[src/rtl/seg_pkg.sv]
// seg_pkg: shared 7-segment patterns, blank code and scan-decoder FSM states.
package seg_pkg;
  localparam logic [3:0] BLANK_CODE = 4'hF;
  localparam logic [6:0] SEG_BLANK = 7'h7F;
  localparam logic [6:0] SEG_PATTERN [16] = '{
    7'h40, 7'h79, 7'h24, 7'h30, 7'h19, 7'h12, 7'h02, 7'h78,
    7'h00, 7'h10, 7'h08, 7'h03, 7'h46, 7'h21, 7'h06, 7'h0E
  };
  typedef enum logic [1:0] {IDLE, SETTLE, HOLD} state_t;
endpackage

[src/rtl/seg7_pattern_decode.sv]
// seg7_pattern_decode: active-low {g..a} pattern to digit code; A-F decode only with SEG_DECODE_HEX_EN.
module seg7_pattern_decode
  import seg_pkg::*;
(
  input  logic [6:0] pattern,
  output logic [3:0] code,
  output logic       blank,
  output logic       invalid
);
`ifdef SEG_DECODE_HEX_EN
  localparam int NDEC = 16;
`else
  localparam int NDEC = 10;
`endif
  always_comb begin
    blank = pattern == SEG_BLANK;
    code = BLANK_CODE;
    invalid = !blank;
    for (int i = 0; i < NDEC; i++)
      if (pattern == SEG_PATTERN[i]) begin
        code = 4'(i);
        invalid = 1'b0;
      end
  end
endmodule

[src/rtl/seg_scan_decoder.sv]
// seg_scan_decoder: rebuilds the four scanned digits from seg/an/dp pins, publishing confirmed frames.
// Hex digits A-F are accepted when SEG_DECODE_HEX_EN is defined.
module seg_scan_decoder
  import seg_pkg::*;
#(
  parameter int SETTLE_CYC = 4,
  parameter int CONFIRM = 2
) (
  input  logic        clk,
  input  logic        rst,
  input  logic [6:0]  seg_in,
  input  logic [3:0]  an_in,
  input  logic        dp_in,
  output logic [15:0] digit,
  output logic [3:0]  blank,
  output logic [3:0]  dp_seen,
  output logic        frame_valid,
  output logic        err_pattern,
  output logic        err_anode
);
  localparam logic [7:0] SETTLE_LOAD = 8'(SETTLE_CYC - 1);
  localparam logic [3:0] CONF_MAX = 4'(CONFIRM);
  logic [6:0] seg_m, seg_s;
  logic [3:0] an_m, an_s;
  logic dp_m, dp_s;
  always_ff @(posedge clk) begin
    if (rst) begin
      {seg_m, seg_s} <= '1;
      {an_m, an_s} <= '1;
      {dp_m, dp_s} <= '1;
    end else begin
      {seg_m, seg_s} <= {seg_in, seg_m};
      {an_m, an_s} <= {an_in, an_m};
      {dp_m, dp_s} <= {dp_in, dp_m};
    end
  end
  logic [3:0] act;
  logic one, multi;
  logic [1:0] idx;
  assign act = ~an_s;
  assign multi = |(act & (act - 4'd1));
  assign one = |act & !multi;
  assign idx = act[3] ? 2'd3 : act[2] ? 2'd2 : act[1] ? 2'd1 : 2'd0;
  logic [3:0] code;
  logic pat_blank, pat_invalid;
  seg7_pattern_decode u_dec (
    .pattern(seg_s),
    .code(code),
    .blank(pat_blank),
    .invalid(pat_invalid)
  );
  state_t state;
  logic [1:0] slot;
  logic [7:0] cnt;
  logic [3:0] mask, conf, conf_n;
  logic [15:0] cap_code;
  logic [3:0] cap_blank, cap_dp;
  logic [23:0] prev, frame, pub;
  logic sample;
  assign frame = {cap_code, cap_blank, cap_dp};
  assign pub = {digit, blank, dp_seen};
  assign conf_n = frame == prev ? (conf >= CONF_MAX ? CONF_MAX : conf + 4'd1) : 4'd1;
  assign sample = state == SETTLE && one && idx == slot && cnt == 8'd0;
  always_ff @(posedge clk) begin
    if (rst) begin
      state <= IDLE;
      slot <= '0;
      cnt <= '0;
      mask <= '0;
      conf <= '0;
      cap_code <= '0;
      cap_blank <= '0;
      cap_dp <= '0;
      prev <= '0;
      digit <= 16'hFFFF;
      blank <= 4'hF;
      dp_seen <= '0;
      frame_valid <= 1'b0;
      err_pattern <= 1'b0;
      err_anode <= 1'b0;
    end else begin
      frame_valid <= 1'b0;
      err_pattern <= sample & pat_invalid;
      err_anode <= multi;
      if (multi) begin
        state <= IDLE;
        mask <= '0;
      end else begin
        unique case (state)
          IDLE: if (one) begin
            slot <= idx;
            cnt <= SETTLE_LOAD;
            state <= SETTLE;
          end
          SETTLE: if (!one) state <= IDLE;
            else if (idx != slot) begin
              slot <= idx;
              cnt <= SETTLE_LOAD;
            end else if (cnt == 8'd0) state <= HOLD;
            else cnt <= cnt - 8'd1;
          HOLD: if (!one) state <= IDLE;
            else if (idx != slot) begin
              slot <= idx;
              cnt <= SETTLE_LOAD;
              state <= SETTLE;
            end
          default: state <= IDLE;
        endcase
        if (sample) begin
          cap_code[{slot, 2'b00} +: 4] <= code;
          cap_blank[slot] <= pat_blank;
          cap_dp[slot] <= ~dp_s;
          mask[slot] <= 1'b1;
        end else if (mask == 4'hF) begin
          mask <= '0;
          prev <= frame;
          conf <= conf_n;
          if (conf_n == CONF_MAX && frame != pub) begin
            {digit, blank, dp_seen} <= frame;
            frame_valid <= 1'b1;
          end
        end
      end
    end
  end
endmodule

[config.mk]
export PLATFORM = sky130hd
export DESIGN_NAME = seg_scan_decoder
export DESIGN_NICKNAME = d
export VERILOG_FILES = /design/src/rtl/seg_pkg.sv /design/src/rtl/seg7_pattern_decode.sv /design/src/rtl/seg_scan_decoder.sv
export SDC_FILE = /design/constraint.sdc
export NUM_CORES = 1
export LEC_CHECK = 0
export CORE_MARGIN = 8
export CORE_UTILIZATION = 35
export DETAILED_ROUTE_END_ITERATION = 16
export PLACE_DENSITY = 0.63
export SLEW_MARGIN = 20
export SYNTH_ARGS = -nofsm -noshare
export SYNTH_HDL_FRONTEND = slang
export SYNTH_HIERARCHICAL = 1
export SYNTH_SLANG_ARGS = --single-unit
[constraint.sdc]
create_clock -name clk -period 3.03 [get_ports clk]
set_clock_uncertainty 0.15 [all_clocks]
set_input_delay 0.7575 -clock clk [delete_from_list [all_inputs] [get_ports clk]]
set_output_delay 0.7575 -clock clk [all_outputs]
set_load 0.05 [all_outputs]
======== After elaboration in Yosys (flattened, before gate mapping) ========
Cells that the tools add are included.
word-level totals
  output and inout port bits .............. 27
  logic and storage cells ................. 142
  input bits .............................. 14
  register bits ........................... 119
cells by class
  bitwise logic cells ..................... 9
  reductions and logical operators ........ 24
  magnitude comparators ................... 3
  shifts and indexed selects .............. 2
  equal/unequal tests ..................... 28
  add/subtract/negate cells ............... 4
  multiplexer cells ....................... 51
operators by type and width
  operator                                                                count
  4-bit two-way mux                                                       14
  8-bit two-way mux                                                       6
  7-bit equality test, second input constant                              4
  24-bit equality test                                                    1
  24-bit != test                                                          1
  8-bit one-hot mux with 3 select lines                                   1
  2-bit two-way mux                                                       11
  7-bit by 5-bit equality test with 1-bit output, second input constant   3
  16-bit bitwise mux                                                      1
  4-bit by 6-bit variable shift with 16-bit output, first input constant  1
  4-bit by 6-bit indexed part select with 16-bit output                   1
  7-bit by 6-bit equality test with 1-bit output, second input constant   2
  1-bit two-way mux                                                       13
  4-bit bitwise mux                                                       2
  8-bit zero test                                                         1
  2-bit != test, second input constant                                    4
  4-bit AND reduction                                                     2
  4-bit OR reduction                                                      2
  8-bit by 1-bit subtractor with 8-bit output, second input constant      1
  7-bit by 2-bit equality test with 1-bit output, second input constant   1
  7-bit zero test                                                         1
  7-bit AND reduction                                                     1
  7-bit OR reduction                                                      1
  3-bit by 2-bit != test with 1-bit output, second input constant         2
  other kinds (32)                                                        44

======== Logic depth before layout (Yosys ltp) ========
  depth in word-level cells ............... 13
  depth in mapped cells ................... 10
  gate-level depth less buffers ........... 8

======== Hierarchy ========
The synthesis kept the hierarchy.
by module, submodules not included
  module               area each (um^2)  seq. area each (um^2)  cells each  instances
  seg_scan_decoder     5522.8            2382.3                 632         1
  seg7_pattern_decode  182.7             0.0                    29          1

======== Least setup slack after synthesis ========
Ideal clock, no wire load.
  kind .................................... register to register
  from .................................... register slot[0]
  to ...................................... register prev[10]
  path buffers ............................ 2
  slack ................................... 0.788 ns
  stages on the path, launching flop included .. 8
  data required time ...................... 2.748 ns
  clock period less this slack ............ 2.242 ns
  setup time .............................. 0.132 ns
  data arrival time ....................... 1.960 ns
  cell sequence ........................... dfxtp_1 -> clkbuf_1 -> nor3_1 -> o311ai_0 -> nand2_2 -> buf_2 -> nand2_1 -> a21oi_1
between the ends
  longest elaborated chain between the ends .. 5
ends and longest elaborated chain
  item                             RTL line                 RTL
  start: declaration               seg_scan_decoder.sv:53   logic [1:0] slot;
  start signal: assignment         seg_scan_decoder.sv:91   slot <= idx;
  start signal: assignment         seg_scan_decoder.sv:97   slot <= idx;
  start signal: assignment         seg_scan_decoder.sv:103  slot <= idx;
  2-bit equality test              seg_scan_decoder.sv:63   assign sample = state == SETTLE && one && idx == slot && cnt == 8'd0;
  1-bit logical AND (2 in series)  seg_scan_decoder.sv:63
  1-bit inverter (no line)         --
  3-bit AND reduction (no line)    --
  end signal: assignment           seg_scan_decoder.sv:116  prev <= frame;
  end: declaration                 seg_scan_decoder.sv:58   logic [23:0] prev, frame, pub;
Every way passes these cells.
A chain may end at the register's enable or synchronous reset.

======== Final worst setup path ========
  from .................................... register an_s[2]
  to ...................................... register digit[9]
between the ends
  longest elaborated chain between the ends .. 11
  elaborated cells on any way between the ends .. 16
  those cells by class .................... add/sub (1); eq/ne (1); mux (2); bitwise (5); reduce/logical (7)
ends and longest elaborated chain
  item                                         RTL line                 RTL
  start: declaration                           seg_scan_decoder.sv:24   logic [3:0] an_m, an_s;
  start signal: assignment                     seg_scan_decoder.sv:33   {an_m, an_s} <= {an_in, an_m};
  4-bit inverter *                             seg_scan_decoder.sv:40   assign act = ~an_s;
  4-bit by 1-bit subtractor with 4-bit output  seg_scan_decoder.sv:41   assign multi = |(act & (act - 4'd1));
  4-bit bitwise AND                            seg_scan_decoder.sv:41
  4-bit OR reduction                           seg_scan_decoder.sv:41
  1-bit zero test                              seg_scan_decoder.sv:42   assign one = |act & !multi;
  1-bit bitwise AND                            seg_scan_decoder.sv:42
  1-bit logical AND (3 in series)              seg_scan_decoder.sv:63
  1-bit inverter (no line)                     --
  4-bit AND reduction (no line) *              --
  end signal: assignment                       seg_scan_decoder.sv:119  {digit, blank, dp_seen} <= frame;
  end: declaration                             seg_scan_decoder.sv:14   output logic [15:0] digit,
Every way passes the cells marked *; elsewhere a longest branch is shown, timed or not.

==> impl_results.md <==
- Achievable frequency: about 380 MHz
- Simple logic cell fraction of the synthesized area: 0.255
- PwrDens: 601 mW/mm^2
- R2r worst-path depth: 7
- Final setup fails: 0
- Drt first pass iters: 7
- Post-Synth Adder-Cell Area: 0.0368
- CTS clock-pin slew for the worst setup and hold paths: around 0.05 ns
- Post-route ant nets: 0
- Comb power frac: 0.134
- Layout cell share with drive strength beyond 1: 0.114
- Complex-gate fraction of the synthesized area: 0.122
- Largest net degree at the start of global routing: around 110
- Sequential share of the synthesized area: 0.418
- Synth Instances: ~660
- Final slew viol count: 0
- Sw frac: 0.272
- Clk_lat worst skew: roughly 0.42 ns
- Total global-route track usage: 0.131
- Worst vdd rail ir drop: about 0.00042 V
- Clk sink count: 119
- Crit path launch type: flip-flop
- Critical path class: reg2reg
- First-pass GRT wire length: ~21000 um
- Num CTS Buffers: 17
- Max Fanout on Critical Path: 24
- RSZ-0062 raised after global routing: false
- Core area: approximately 0.016 sq mm
- Rows: 46
- Overall Power: between 0.004 and 0.005 W
- Die width: 144 um
- Sw Pwr: 0.00112 W
- Crit path required time: 3.23 ns
- ANT cells: 0
- Final Cycle Share: 0.862
- Sequential Power Share: 0.412
- Routability cong.: between 0.8 and 0.9
- IO Count: 41
- Synth-to-Final Area Change: 20.0%
- Post-Syn Nets: between 600 and 700
- H-tree depth: 4
- Starting Density: 0.359
- Port buffer count: 40
- Max clock buf depth: 2
- Cts hold-fix bufs: 0
- Root Driver: clkbuf_16
- Vias in the first global route: between 4000 and 5000
- Int Power: approximately 0.003 W
- WL per Instance: around 14 um
- Leakage: roughly 2.5 nW
- Fill cells: ~1600
- Setup TNS: 0 ns
- DR vias/cell: 4.92
- Slew headroom: 0.533
- DRC: 0
- Multiplexer area fraction after synthesis: 0.0509
- Antenna violations before repair: 0
- Die Ht: 144 um
- Via count: roughly 4600
- Synth warn: 6
- Mapped Area: 0.00571 sq mm
- Layout Nets: ~730
- RR Startpoint: an_s[2]
- Arrival time worst endpoint: approximately 2.8 ns
- Drt total wl: about 13000 um
- Clock power share: 0.455
- Crit end category: flip-flop
- Grt ovf: 0
- Final hold vios: 0
- Critical Path Start: an_s[2]
- CTS tree: built
- Setup crit end: digit[9]
- Ys flop type: dfxtp_1
- Worst-margin pin slew: approximately 0.7 ns
- Synth Area in XOR/XNOR: 0.0783
- Reg2Reg Setup Slack: between 0.4 and 0.5 ns
- Synth Register Bits: 119
- Worst r2r dst: digit[9]
- Post-synth EDFFs: 0
- Hold WC Path Type: reg2reg
- Netlist cell types: slightly above 60
- Max cap viols: 0
- Initial DRC Count: around 370
- Status: completed
- Mapped Avg Cell Area: around 8.6 sq um
- Clock period minus worst slack: 2.61 ns
- Largest family of logic cells by synthesized area: simple AND/OR/NAND/NOR gates
- Die area: slightly above 0.02 sq mm
- DP Wirelength: between 8000 and 9000 um
- Area of the multi-input gates: 0.00310 sq mm
- Share of flip-flops with an asynchronous set or reset: 0
- Reg area: roughly 0.0024 sq mm
-- timing repair --
action,in CTS,in global routing
setup buffers,0,0
resized for setup,0,1
setup endpoints to repair,0,26
-- layout by cell type, fill, tap and decap left out, types with 24 or more instances in the layout --
cell type,instances
a21oi_1,61
clkdlybuf4s50_1,39
dfxtp_1,119
mux2i_1,29
nand2_1,81
nand3_1,24
nor2_1,66
or2_2,28
xnor2_1,34
-- power groups by stage --
| stage | registers [W] | logic [W] | clock network [W] |
|---|---|---|---|
| 2_1_floorplan | 0.00170 | 0.000441 | 0 |
| 6_report | 0.00169 | 0.000549 | 0.00187 |
| 3_5_place_dp | 0.00173 | 0.000545 | 0 |
| 5_1_grt | 0.00170 | 0.000629 | 0.00198 |
| 4_1_cts | 0.00169 | 0.000548 | 0.00190 |
| 3_3_place_gp | 0.00172 | 0.000543 | 0 |
-- cells by family (layout without fill, tap and decap cells) --
family                     Yosys count  count (layout)
xor gates and xnor gates            51              51
adders and majority gates           17              17
AOI/OAI and AO/OA                  108             108
and+or+nand+nor                    291             291
muxes                               29              29
DFF                                119             119
buffers and inverters               46              95
-- synthesized netlist by cell type (10+ instances only) --
library cell / n / area, sq um
or2_2: 28 / 175
clkbuf_1: 18 / 67.6
a21oi_1: 61 / 305
inv_1: 13 / 48.8
xor2_1: 17 / 149
nor2_1: 66 / 248
nand2b_1: 10 / 62.6
ha_1: 16 / 200
nor3_1: 13 / 65.1
dfxtp_1: 119 / 2380
mux2i_1: 29 / 290
buf_2: 10 / 50.1
nand2_1: 81 / 304
xnor2_1: 34 / 298
nand4_1: 15 / 93.8
nand3_1: 24 / 120
-- metrics by stage --
step	cells	setup slack, ns	hold slack, ns	cell area (sq um)	util
3_3_place_gp	894	0.307	0.241	6300	0.396
6_report	926	0.417	0.251	6850	0.431
4_1_cts	926	0.184	0.254	6850	0.431
3_5_place_dp	894	0.218	0.243	6300	0.396
5_1_grt	926	0.186	0.256	6850	0.431
2_1_floorplan	661	0.788	0.239	5710	-
-- routing by layer --
layer,wire [um],track usage,vias up
li1,-,-,2357
met1,6260,0.169,2091
met2,5660,0.198,94
met3,662,0.0395,15
met4,198,0.0526,0
met5,0,0,-
-- area by class of cell --
cell class	instances	share of cell area
multi-input combinational	496	0.452
sequential	119	0.348
timing repair buffer	50	0.0727
clock buffer	20	0.0653
tap	216	0.0395
clock inverter	12	0.0150
inverter	13	0.00713
-- critical path, cell delays in order (launching register included) --
cell,delay [ns]
dfxtp_1,0.67
nand4b_1,0.18
nor3_1,0.08
o311a_4,0.44
nor3_2,0.30
and3_1,0.26
buf_12,0.23
mux2i_1,0.22
-- registers in the layout, indices dropped and copies added (netlist names), 2 cells and up --
signal     cells
slot           2
cnt            8
an_s           4
blank          4
an_m           4
dp_seen        4
cap_blank      4
prev          24
state          2
mask           4
cap_dp         4
digit         16
cap_code      16
conf           4
seg_m          7
seg_s          7
-- worst min path at each step --
stage	start	endpoint	slack, ns	cells past startpoint
2_1_floorplan	an_m[0]	an_s[0]	0.24	1
3_3_place_gp	an_m[1]	an_s[1]	0.24	1
3_5_place_dp	an_m[0]	an_s[0]	0.24	1
4_1_cts	seg_m[2]	seg_s[2]	0.25	1
5_1_grt	seg_m[2]	seg_s[2]	0.26	1
6_report	seg_m[3]	seg_s[3]	0.25	1
(Power assumes the default switching activity.)
